--- config.mk ---
export PLATFORM = sky130hd
export DESIGN_NAME = seq_div
export DESIGN_NICKNAME = d
export VERILOG_FILES = /design/src/rtl/seq_div.sv
export SDC_FILE = /design/constraint.sdc
export NUM_CORES = 1
export LEC_CHECK = 0
export ABC_AREA = 1
export ABC_CLOCK_PERIOD_IN_PS = 4250
export CORE_ASPECT_RATIO = 1.4
export CORE_MARGIN = 2
export CORE_UTILIZATION = 30
export CTS_BUF_LIST = sky130_fd_sc_hd__clkbuf_8 sky130_fd_sc_hd__clkbuf_16
export DETAILED_ROUTE_END_ITERATION = 8
export SYNTH_ARGS = -nofsm -noshare
export SYNTH_HDL_FRONTEND = slang
export SYNTH_SLANG_ARGS = --single-unit
--- constraint.sdc ---
create_clock -name clk -period 4.25 [get_ports clk]
set_clock_uncertainty 0.1 [all_clocks]
set_input_delay 0.6375 -clock clk [delete_from_list [all_inputs] [get_ports clk]]
set_output_delay 0.6375 -clock clk [all_outputs]
set_load 0.005 [all_outputs]
--- src/rtl/seq_div.sv ---
// seq_div -- sequential restoring divider, one quotient bit per clock.
//
// An accepted start captures dividend/divisor and runs N CALC cycles, MSB
// first, then spends exactly one cycle in DONE with done high. quotient,
// remainder and div_by_zero are registered and hold until the next DONE.
// A start seen in DONE chains the next division with no idle cycle.
//
// Optional build macro:
//   SEQ_DIV_DBZ_EN  - a zero divisor skips CALC and goes directly to DONE on
//                     the next edge with div_by_zero = 1. Without it, a zero
//                     divisor runs the normal sequence and div_by_zero is 0.
//
// Ports:
//   clk          rising-edge clock
//   rst_n        asynchronous active-low reset
//   start        request a division (accepted in IDLE or DONE only)
//   dividend     N-bit unsigned numerator, sampled on accept
//   divisor      D-bit unsigned denominator, sampled on accept
//   busy         high while in CALC
//   done         one-cycle pulse, result valid
//   quotient     N-bit registered quotient
//   remainder    D-bit registered remainder
//   div_by_zero  registered zero-divisor flag
module seq_div #(
    parameter int N = 8,
    parameter int D = 4
) (
    input  logic         clk,
    input  logic         rst_n,
    input  logic         start,
    input  logic [N-1:0] dividend,
    input  logic [D-1:0] divisor,
    output logic         busy,
    output logic         done,
    output logic [N-1:0] quotient,
    output logic [D-1:0] remainder,
    output logic         div_by_zero
);

    localparam int CW = $clog2(N + 1);

    typedef enum logic [1:0] {
        IDLE = 2'd0,
        CALC = 2'd1,
        DONE = 2'd2
    } state_t;

    state_t         state;
    state_t         state_nxt;

    logic [CW-1:0]  cnt;
    // Holds the not-yet-consumed dividend bits at the top and collects
    // quotient bits at the bottom; after N shifts it is the quotient.
    logic [N-1:0]   q_sh;
    logic [D-1:0]   prem;
    logic [D-1:0]   dsr;

    logic           accept;
    logic           last_step;
    logic           dbz_start;

    logic [D:0]     shifted;
    logic [D:0]     diff;
    logic           q_bit;
    logic [D-1:0]   prem_nxt;
    logic [N-1:0]   q_nxt;

    assign accept    = start && ((state == IDLE) || (state == DONE));
    assign last_step = (state == CALC) && (cnt == CW'(N - 1));

`ifdef SEQ_DIV_DBZ_EN
    assign dbz_start = accept && (divisor == '0);
`else
    assign dbz_start = 1'b0;
`endif

    // One restoring step. The partial remainder after a step is below the
    // divisor, so D bits suffice between steps. With a zero divisor every
    // compare succeeds and nothing is subtracted: the quotient fills with
    // ones and the remainder ends as the low D dividend bits.
    always_comb begin
        shifted  = {prem, q_sh[N-1]};
        q_bit    = (shifted >= {1'b0, dsr});
        diff     = shifted - {1'b0, dsr};
        prem_nxt = q_bit ? diff[D-1:0] : shifted[D-1:0];
        q_nxt    = (q_sh << 1) | N'(q_bit);
    end

    always_ff @(posedge clk or negedge rst_n) begin
        if (!rst_n) begin
            state <= IDLE;
        end else begin
            state <= state_nxt;
        end
    end

    always_comb begin
        state_nxt = state;
        case (state)
            IDLE: begin
                if (accept) begin
                    state_nxt = dbz_start ? DONE : CALC;
                end
            end
            CALC: begin
                if (last_step) begin
                    state_nxt = DONE;
                end
            end
            DONE: begin
                if (accept) begin
                    state_nxt = dbz_start ? DONE : CALC;
                end else begin
                    state_nxt = IDLE;
                end
            end
            default: state_nxt = IDLE;
        endcase
    end

`ifdef SEQ_DIV_DBZ_EN
    logic dbz_q;
`endif

    always_ff @(posedge clk or negedge rst_n) begin
        if (!rst_n) begin
            cnt       <= '0;
            q_sh      <= '0;
            prem      <= '0;
            dsr       <= '0;
            quotient  <= '0;
            remainder <= '0;
`ifdef SEQ_DIV_DBZ_EN
            dbz_q     <= 1'b0;
`endif
        end else if (accept) begin
            cnt  <= '0;
            q_sh <= dividend;
            prem <= '0;
            dsr  <= divisor;
            if (dbz_start) begin
                quotient  <= '1;
                remainder <= dividend[D-1:0];
`ifdef SEQ_DIV_DBZ_EN
                dbz_q     <= 1'b1;
`endif
            end
        end else if (state == CALC) begin
            cnt  <= cnt + 1'b1;
            q_sh <= q_nxt;
            prem <= prem_nxt;
            if (last_step) begin
                quotient  <= q_nxt;
                remainder <= prem_nxt;
`ifdef SEQ_DIV_DBZ_EN
                dbz_q     <= 1'b0;
`endif
            end
        end
    end

`ifdef SEQ_DIV_DBZ_EN
    assign div_by_zero = dbz_q;
`else
    assign div_by_zero = 1'b0;
`endif

    assign busy = (state == CALC);
    assign done = (state == DONE);

endmodule

-- Yosys cells after proc, flatten, opt, wreduce, memory -nomap -nowiden
Index checks and enable logic that the tools add are counted.
- $add $sub $neg: 2
- $mul: 0
- div/mod/pow operators: 0
- order comparisons: 1
- eq/ne operators: 5
- shifts and indexed selects: 0
- mux-type cells: 11
- bitwise logic cells: 2
- reduce and logical (&&, ||, !) cells: 7
- operators by type and width (cell ; number):
    $mux W4 ; 5
    $mux W8 ; 2
    $or A8 B1 Y8 ; 1
    $pmux W2 S3 ; 1
    $ge A5 B4 Y1 ; 1
    $add A4 B1 Y4 const B ; 1
    $eq A4 B3 Y1 const B ; 1
    $mux W2 ; 2
    $sub A4 B4 Y4 ; 1
    $reduce_and A3 Y1 ; 1
    $eq A2 B1 Y1 const B ; 1
    $eq A2 B2 Y1 const B ; 1
    $logic_and A1 B1 Y1 ; 2
    $logic_not A2 Y1 ; 1
    $ne A2 B1 Y1 const B ; 1
    $ne A2 B2 Y1 const B ; 1
    $reduce_and A2 Y1 ; 1
    $reduce_bool A2 Y1 ; 1
    $logic_or A1 B1 Y1 ; 1
    $mux W1 ; 1
    $not A1 Y1 ; 1
- register bits after elaboration: 34
- latch bits: 0
- memory bits (writable): 0
- bits in read-only memories: 0
- input bits: 15
- output and inout bits: 15
- memories kept: 0

-- Longest topological paths before layout
Gate-level depths: netlist of run 1.
- depth after elaboration: 5
- mapped depth: 12
- depth with buffers taken out: 12

-- Least setup slack after synthesis of run 1
No wires, ideal clock.
- path kind: register to register
- from: register prem[1]
- to: register prem[2]
- library setup time: 0.117 ns
- arrival time: 1.368 ns
- path slack: 2.665 ns
- cell stages (with the launch flop): 10
- path buffers: 0
- path through: dfrtp_1 > ha_1 > a21oi_2 > nand2_1 > nand2_2 > nand2_1 > nand2_1 > nand2_1 > nand2_1 > nand2_1
- cells in the longest elaborated chain, start to end: 4
- elaborated cells between the ends (all ways): 5
- ends and longest elaborated chain (item ; line ; RTL):
    start, declared ; 55 ; logic [D-1:0] prem;
    start signal, assigned ; 151 ; prem <= prem_nxt;
    $sub A4 B4 Y4 / $ge A5 B4 Y1 (equally long branches) ; 84, 83 ;
    $mux W4 (*) ; 85 ; prem_nxt = q_bit ? diff[D-1:0] : shifted[D-1:0];
    $mux W4 (*) ; 148 ; end else if (state == CALC) begin
    $mux W4 (*) ; 136 ; end else if (accept) begin
Mark *: on every way between the ends. The rest lies on a longest branch, timed or not. The select of a mux whose other input is x is not followed.
A chain may end at the register's enable or synchronous reset.

-- Worst setup path after layout of run 1
- from: register state[0]
- to: output busy
- cells in the longest elaborated chain, start to end: 1
- ends and longest elaborated chain (item ; line ; RTL):
    start, declared ; 48 ; state_t state;
    start signal, assigned ; 93 ; state <= state_nxt;
    $eq A2 B1 Y1 ; 168 ; assign busy = (state == CALC);
    end, declared ; 33 ; output logic busy,
Every way passes these cells.

==> summary.txt, run 1 <==
Final wirelength: 3320 µm
Storage cell area: 851 µm²
Pwr dens: 838 nW/µm²
Row count: 31
CP max stage cell: clkdlybuf4s50_1
Crit path time final: 2.35 ns
RR Endpoint: prem[2]$_DFFE_PN0P_
Peak supply drop: 0.177 mV
Worst hold slack: 0.380 ns
Layout cells sized above 1: 11.8%
R2R setup slack: 2.40 ns
Max Root-Sink Buffers: 2
Launch point of the worst path: state[0]$_DFFE_PN0P_
Routed length per instance: 12.0 µm
Place WS: 1.96 ns
Residual DRC count: 0
Pre-antenna DRT Iters: 4
Reg-to-reg startpoint: prem[1]$_DFFE_PN0P_
Setup slack after layout: 1.90 ns
Final period util: 55.3%
Starting density of the core: 31.2%
Final Wtd Congestion: 0.798
Slew Viols, Final: 0
CP required: 3.51 ns
Antenna fix cells: 0
Post-synthesis cell type count: 28
Grt ovf: 0
Yosys reg bits: 34
Vias: 1,249
Max cap viols: 0
Post-Syn Area per Cell: 9.18 µm²
CP Max Fanout: 10
Critical path type: reg2out
Gate Count Post-Synth: 177
Via/cell ratio: 4.51
Filler instances: 527
Hold Crit Class: reg2reg
RSZ-0062 raised after global routing: no
CTS tree: built
Root buf cell: clkbuf_8
Register area share after synthesis: 52.4%
Crit end category: output pin
Final Hold Viols: 0
Pin count of the biggest net entering global routing: 35
CP Capture Point: busy
Resized Gates After CTS: 0
Die height: 91.1 µm
Core area: 5200 µm²
Syn nets: 198
DR iter-0 viols: 107
Gr usage total: 12.5%
Setup violations, final: 0
Initial antenna violation count: 0
# Post-CTS Setup Buffers: 0
Cell Area, Synth: 1620 µm²
IO Port Bufs: 28
Area Overhead vs Synth: 27.8%
Area occupied by multi-input gates: 643 µm²
Vias in the first global route: 1,235
Setup tns final: 0 ns
Inserted Clock Buffers: 5
FF-to-FF path depth: 9
Die Width: 66.2 µm
CP max stage delay: 0.54 ns
Num ports: 30
First-pass GRT wire length: 5750 µm
H-tree depth: 2
Hold-fix buffers, CTS: 0
LEAKAGE: 1.01 nW
Startpoint class of the critical path: register
Sink Count: 34
CP Cell Sequence: nand2_4 -> inv_2 -> clkdlybuf4s50_1
Peak Freq: 0.425 GHz
Clk Latency, worst-skew pair: 0.28 ns
Synth warnings: 0
CTS clk-pin slew, worst paths: 0.07 ns
DP HPWL: 2420 µm
Die Area: 6030 µm²
Final net count: 231
Status: complete, no violations
DRT antenna net count: 0
Crit path DAT: 1.61 ns
## critical path, delay by kind of cell (launching register included)
kind | cells | cell delay (ns)
flip-flops | 1 | 0.45
buffers and inverters | 2 | 0.72
AND/OR/NAND/NOR | 1 | 0.16
## cells in the final DEF, fill, tap and decap left out, types with 3 or more instances in the layout
master and count:
o221ai_1 7, dfrtp_1 34, clkbuf_8 5, o21ai_0 8, nand3_1 10, clkdlybuf4s50_1 28
ha_1 5, nand2_1 57, inv_1 22, inv_2 3, o21ai_2 6, nor2_1 5
## cell usage after synthesis (all sizes together)
master   n  area share, %
o221ai   7            3.8
nand2   60             15
a21oi    2           0.85
nand3b   1           0.46
o21ai   14            5.7
nand4    1           0.39
ha       5            3.9
a31oi    2           0.77
buf      3            1.7
dfrtp   34             52
a22o     1           0.54
xor2     1           0.54
o211ai   1           0.46
inv     26            6.3
conb     1           0.23
fa       1            1.2
nand3   10            3.1
nor2     7            3.1
## power breakdown
group | switching [mW] | internal, mW | total [mW]
Combinational | 0.502 | 0.376 | 0.878
Sequential | 0.0833 | 0.489 | 0.572
Clock | 0.118 | 0.172 | 0.290
Total | 0.703 | 1.04 | 1.74
## how the worst min path moves through the flow
stage	from	endpoint	slack [ns]	depth (start not counted)
6_report	remainder[3]$_DFFE_PN0P_	remainder[3]$_DFFE_PN0P_	0.38	2
5_1_grt	quotient[7]$_DFFE_PN0P_	quotient[7]$_DFFE_PN0P_	0.40	2
3_5_place_dp	dsr[0]$_DFFE_PN0P_	dsr[0]$_DFFE_PN0P_	0.37	2
3_3_place_gp	remainder[0]$_DFFE_PN0P_	remainder[0]$_DFFE_PN0P_	0.37	2
4_1_cts	remainder[2]$_DFFE_PN0P_	remainder[2]$_DFFE_PN0P_	0.39	2
2_1_floorplan	rst_n	cnt[0]$_DFFE_PN0P_	0.24	0
## logic make-up after synthesis
group                    after synthesis  synth area share [%]
AO/OA/AOI/OAI                         27                  12.1
XOR/XNOR                               1                 0.539
adder cells (fa/ha/maj)                6                  5.08
buffers and inverters                 29                  8.01
flip-flops                            34                  52.4
other                                  1                 0.231
AND/OR/NAND/NOR                       79                  21.6
## final cells by class
type	instances	area share (%)
well taps	66	3.98
flip-flops and latches	34	41.0
repair buffers	29	13.9
clock buffers	5	3.32
inverters	26	4.94
multi-input cells	114	31.0
clock inverters	3	1.93
## state kept, by name (all words and copies together) (netlist names)
signal	count
cnt	4
dsr	4
prem	4
q_sh	8
quotient	8
remainder	4
state	2
## per-stage QoR
stage	total power, mW	area (µm²)	util (%)	instances
floorplan	1.18	1620	-	177
global placement	1.44	1970	37.8	269
detailed placement	1.47	1970	37.8	269
CTS	1.77	2080	39.9	277
global route	1.92	2080	39.9	277
finish	1.74	2080	39.9	277
## layer usage
layer | share of wire [%] | track usage (%)
met3 | 3.7 | 2.73
met5 | 0 | 0
met4 | 2.5 | 6.12
met1 | 43 | 14.8
met2 | 51 | 20.8
No activity file was read; power rests on OpenSTA's default activity.
==> inputs of run 2 (changes only) <==
--- a/config.mk
+++ b/config.mk
@@ -6,7 +6,7 @@
 export NUM_CORES = 1
 export LEC_CHECK = 0
 export ABC_AREA = 1
-export ABC_CLOCK_PERIOD_IN_PS = 4250
+export ABC_CLOCK_PERIOD_IN_PS = 2440
 export CORE_ASPECT_RATIO = 1.4
 export CORE_MARGIN = 2
 export CORE_UTILIZATION = 30
==> constraint.sdc (replaced) <==
create_clock -name clk -period 2.44 [get_ports clk]
set_clock_uncertainty 0.1 [all_clocks]
set_input_delay 0.366 -clock clk [delete_from_list [all_inputs] [get_ports clk]]
set_output_delay 0.366 -clock clk [all_outputs]
set_load 0.005 [all_outputs]
==> summary.txt, run 2 (same netlist as run 1, synthesis figures left out) <==
Status: complete, no violations
Slew Viols, Final: 0
Reg-to-reg startpoint: prem[1]$_DFFE_PN0P_
Num ports: 30
Grt ovf: 0
First-pass GRT wire length: 5550 µm
Final Hold Viols: 0
Resized Gates After CTS: 0
CP Max Fanout: 10
Die Width: 66.2 µm
Antenna fix cells: 0
Residual DRC count: 0
Final net count: 232
Starting density of the core: 31.2%
RSZ-0062 raised after global routing: no
Row count: 31
Crit path DAT: 1.60 ns
Pwr dens: 1420 nW/µm²
Setup violations, final: 0
Setup tns final: 0 ns
End of the worst hold path: quotient[5]$_DFFE_PN0P_
Gr usage total: 12.0%
Final wirelength: 3210 µm
Via/cell ratio: 4.45
Sink Count: 34
Commonest non-fill, non-tap cell in the layout: nand2_1
Clk Latency, worst-skew pair: 0.27 ns
Routed length per instance: 11.6 µm
Start point of the worst hold path: quotient[5]$_DFFE_PN0P_
Die Area: 6030 µm²
Worst hold slack: 0.378 ns
RR Endpoint: prem[2]$_DFFE_PN0P_
Root buf cell: clkbuf_8
Pre-antenna DRT Iters: 4
Core area: 5200 µm²
DR iter-0 viols: 69
Hold Crit Class: reg2reg
Hold-fix buffers, CTS: 0
Area Overhead vs Synth: 26.7%
Crit path time final: 2.06 ns
Max cap viols: 0
Commonest non-fill, non-tap cells in the layout: 57 x nand2_1, 34 x dfrtp_1, 28 x clkdlybuf4s50_1, 22 x inv_1, 10 x nand3_1
DP HPWL: 2410 µm
Inserted Clock Buffers: 5
Peak Freq: 0.485 GHz
Final core occ: 39.6%
WHS Path Cells: 2
Max Root-Sink Buffers: 2
R2R setup slack: 0.70 ns
H-tree depth: 2
Critical path type: reg2out
Vias in the first global route: 1,187
Die height: 91.1 µm
Crit end category: output pin
Final Wtd Congestion: 0.885
Initial antenna violation count: 0
Peak supply drop: 0.284 mV
Largest regs: q_sh: 8 flops, quotient: 8 flops
Filler instances: 545
IO Port Bufs: 28
Startpoint class of the critical path: register
FF-to-FF path depth: 9
Layout cells sized above 1: 11.4%
LEAKAGE: 0.997 nW
Vias: 1,229
CP required: 1.97 ns
Pin count of the biggest net entering global routing: 35
CTS tree: built
Final period util: 84.6%
# Post-CTS Setup Buffers: 0
DRT antenna net count: 0
CTS clk-pin slew, worst paths: 0.06 ns
[run 2: changes by cell type in the layout (fill, tap and decap cells not counted), sizes merged]
cell    before  now
clkinv       2    0
buf          1    2
bufinv       1    0
clkbuf       5    6
[run 2: worst max path at each step]
stage / start / endpoint / slack (ns) / cells after the start
3_3_place_gp: start / cnt[1]$_DFFE_PN0P_ / 0.69 / 7
4_1_cts: state[0]$_DFFE_PN0P_ / busy / 0.36 / 3
2_1_floorplan: prem[1]$_DFFE_PN0P_ / prem[2]$_DFFE_PN0P_ / 0.86 / 9
6_report: state[0]$_DFFE_PN0P_ / busy / 0.38 / 3
5_1_grt: state[0]$_DFFE_PN0P_ / busy / 0.32 / 3
3_5_place_dp: state[0]$_DFFE_PN0P_ / busy / 0.67 / 3
[run 2: where the power goes]
part | internal, mW | switching, mW | total (mW) | leakage (nW)
logic | 0.658 | 0.875 | 1.53 | 0.543
registers | 0.852 | 0.148 | 1.00 | 0.411
clock network | 0.217 | 0.177 | 0.394 | 0.0431
total | 1.73 | 1.20 | 2.93 | 0.997
[run 2: layout make-up]
type | count | area (µm²) | share of cell area, %
Clock buffer | 6 | 82.6 | 4.01
Inverter | 26 | 103 | 4.99
Multi-Input combinational cell | 114 | 643 | 31.3
Sequential cell | 34 | 851 | 41.4
Tap cell | 66 | 82.6 | 4.01
Timing Repair Buffer | 30 | 295 | 14.4
[run 2: metal layers]
layer  track usage (%)  vias to the layer above  wire (µm)
met2              20.0                       27       1650
met5                 0                        -          0
met4              5.61                        0         72
met3              3.10                        6        122
li1                  -                      633          -
met1              14.1                      563       1360
[run 2: worst max-delay path, stage by stage, from the launching register on]
cell,delay (ns)
dfrtp_1,0.45
nand2_4,0.16
inv_2,0.18
clkdlybuf4s50_1,0.53
[run 2: stage by stage]
stage          cell area, µm²  instances  total power, mW  setup slack (ns)
2_1_floorplan            1620        177             2.05             0.855
3_3_place_gp             1970        270             2.54             0.691
3_5_place_dp             1970        270             2.57             0.667
4_1_cts                  2060        276             2.97             0.363
5_1_grt                  2060        276             3.24             0.320
6_report                 2060        276             2.93             0.377
==> inputs of run 3 (changes only) <==
--- a/config.mk
+++ b/config.mk
@@ -6,7 +6,7 @@
 export NUM_CORES = 1
 export LEC_CHECK = 0
 export ABC_AREA = 1
-export ABC_CLOCK_PERIOD_IN_PS = 2440
+export ABC_CLOCK_PERIOD_IN_PS = 2000
 export CORE_ASPECT_RATIO = 1.4
 export CORE_MARGIN = 2
 export CORE_UTILIZATION = 30
==> constraint.sdc (replaced) <==
create_clock -name clk -period 2 [get_ports clk]
set_clock_uncertainty 0.1 [all_clocks]
set_input_delay 0.3 -clock clk [delete_from_list [all_inputs] [get_ports clk]]
set_output_delay 0.3 -clock clk [all_outputs]
set_load 0.005 [all_outputs]
==> summary.txt, run 3 (same netlist as run 1, synthesis figures left out) <==
Status: complete, no violations
Gr usage total: 13.1%
Area Overhead vs Synth: 27.6%
Routed length per instance: 12.1 µm
Worst hold slack: 0.321 ns
Int Pwr: 2.14 mW
Finished Layout Cells: 278
Crit end category: output pin
Grt ovf: 0
Final Hold Viols: 0
Seq pwr share: 33.8%
Startpoint class of the critical path: register
Resized Gates After CTS: 0
Commonest non-fill, non-tap cells in the layout: 57 x nand2_1, 34 x dfrtp_1, 28 x clkdlybuf4s50_1, 22 x inv_1, 10 x nand3_1
First-pass GRT wire length: 5930 µm
Core area: 5200 µm²
Peak supply drop: 0.410 mV
Setup violations, final: 0
DP HPWL: 2500 µm
RSZ-0062 raised after global routing: no
H-tree depth: 2
Pre-antenna DRT Iters: 4
Via/cell ratio: 4.51
Vias in the first global route: 1,272
CP Cell Sequence: nand2_4 -> inv_2 -> clkdlybuf4s50_1
CP Max Fanout: 10
Hold Crit Class: in2async
Die Area: 6030 µm²
Crit path DAT: 1.47 ns
Critical path type: reg2out
Pin count of the biggest net entering global routing: 35
Clock power frac: 13.4%
Pwr dens: 1750 nW/µm²
CTS clk-pin slew, worst paths: 0.06 ns
Largest regs: q_sh: 8 flops, quotient: 8 flops
Initial antenna violation count: 0
DR iter-0 viols: 106
CTS tree: built
LEAKAGE: 1.01 nW
Hold-fix buffers, CTS: 0
Inserted Clock Buffers: 5
Antenna fix cells: 0
Root buf cell: clkbuf_8
Sink Count: 34
CP delay by family, top: buffers and inverters
CP max stage cell: clkdlybuf4s50_1
Vias: 1,255
Layout cells sized above 1: 12.3%
Peak Freq: 0.533 GHz
Switching Power: 1.49 mW
Row count: 31
Commonest non-fill, non-tap cell in the layout: nand2_1
Final period util: 93.7%
Dpl cells: 272
Switching Share: 41.1%
Slew Viols, Final: 0
DRT antenna net count: 0
Setup tns final: 0 ns
Num ports: 30
Max cap viols: 0
CP max stage delay: 0.53 ns
IO Port Bufs: 28
Die Width: 66.2 µm
CP required: 1.60 ns
Final Wtd Congestion: 0.833
Max Root-Sink Buffers: 2
Die height: 91.1 µm
# Post-CTS Setup Buffers: 0
CP bufs+invs: 2
Clk Latency, worst-skew pair: 0.28 ns
Comb power frac: 52.8%
Crit path time final: 1.87 ns
Starting density of the core: 31.2%
Final net count: 234
Final wirelength: 3360 µm
Residual DRC count: 0
## run 3: cell count changes in the layout (fill, tap and decap cells not counted), sizes merged
cell,change
buf,+2
## run 3: through the flow
step                util (%)  worst slack [ns]  area, µm²  power [mW]
floorplan                  -             0.415       1620        2.50
global placement        38.3             0.286       1990        3.15
detailed placement      38.3             0.239       1990        3.18
CTS                     39.9             0.105       2070        3.70
global route            39.9            0.0480       2070        4.03
finish                  39.9             0.125       2070        3.63
## run 3: per-layer routing
| metal | wire [µm] | global-route usage (%) | vias to the layer above |
|---|---|---|---|
| met5 | 0 | 0 | - |
| met4 | 154 | 8.33 | 0 |
| met3 | 121 | 3.35 | 11 |
| met2 | 1710 | 21.2 | 26 |
| met1 | 1380 | 15.1 | 582 |
| li1 | - | - | 636 |
## run 3: layout make-up
class,count,area [µm²]
Fill cell,556,3130
Clock buffer,6,82.6
Multi-Input combinational cell,114,643
Tap cell,66,82.6
Inverter,26,103
Sequential cell,34,851
Timing Repair Buffer,32,310
## run 3: power groups by stage
stage          clock, mW  combinational, mW  sequential (mW)
6_report           0.486               1.92             1.23
5_1_grt            0.531               2.23             1.27
4_1_cts            0.510               1.96             1.23
3_5_place_dp           0               1.94             1.24
3_3_place_gp           0               1.91             1.24
2_1_floorplan          0               1.29             1.21
## run 3: final timing paths
path | from | to | cells after the start | slack [ns]
min | rst_n | quotient[1]$_DFFE_PN0P_ | 2 | 0.32
min reg2reg | quotient[3]$_DFFE_PN0P_ | quotient[3]$_DFFE_PN0P_ | 2 | 0.38
max in group asynchronous | rst_n | prem[0]$_DFFE_PN0P_ | 2 | 1.18
min in group clk | quotient[3]$_DFFE_PN0P_ | quotient[3]$_DFFE_PN0P_ | 2 | 0.38
max | state[0]$_DFFE_PN0P_ | busy | 3 | 0.13
max reg2reg | prem[1]$_DFFE_PN0P_ | prem[3]$_DFFE_PN0P_ | 9 | 0.23
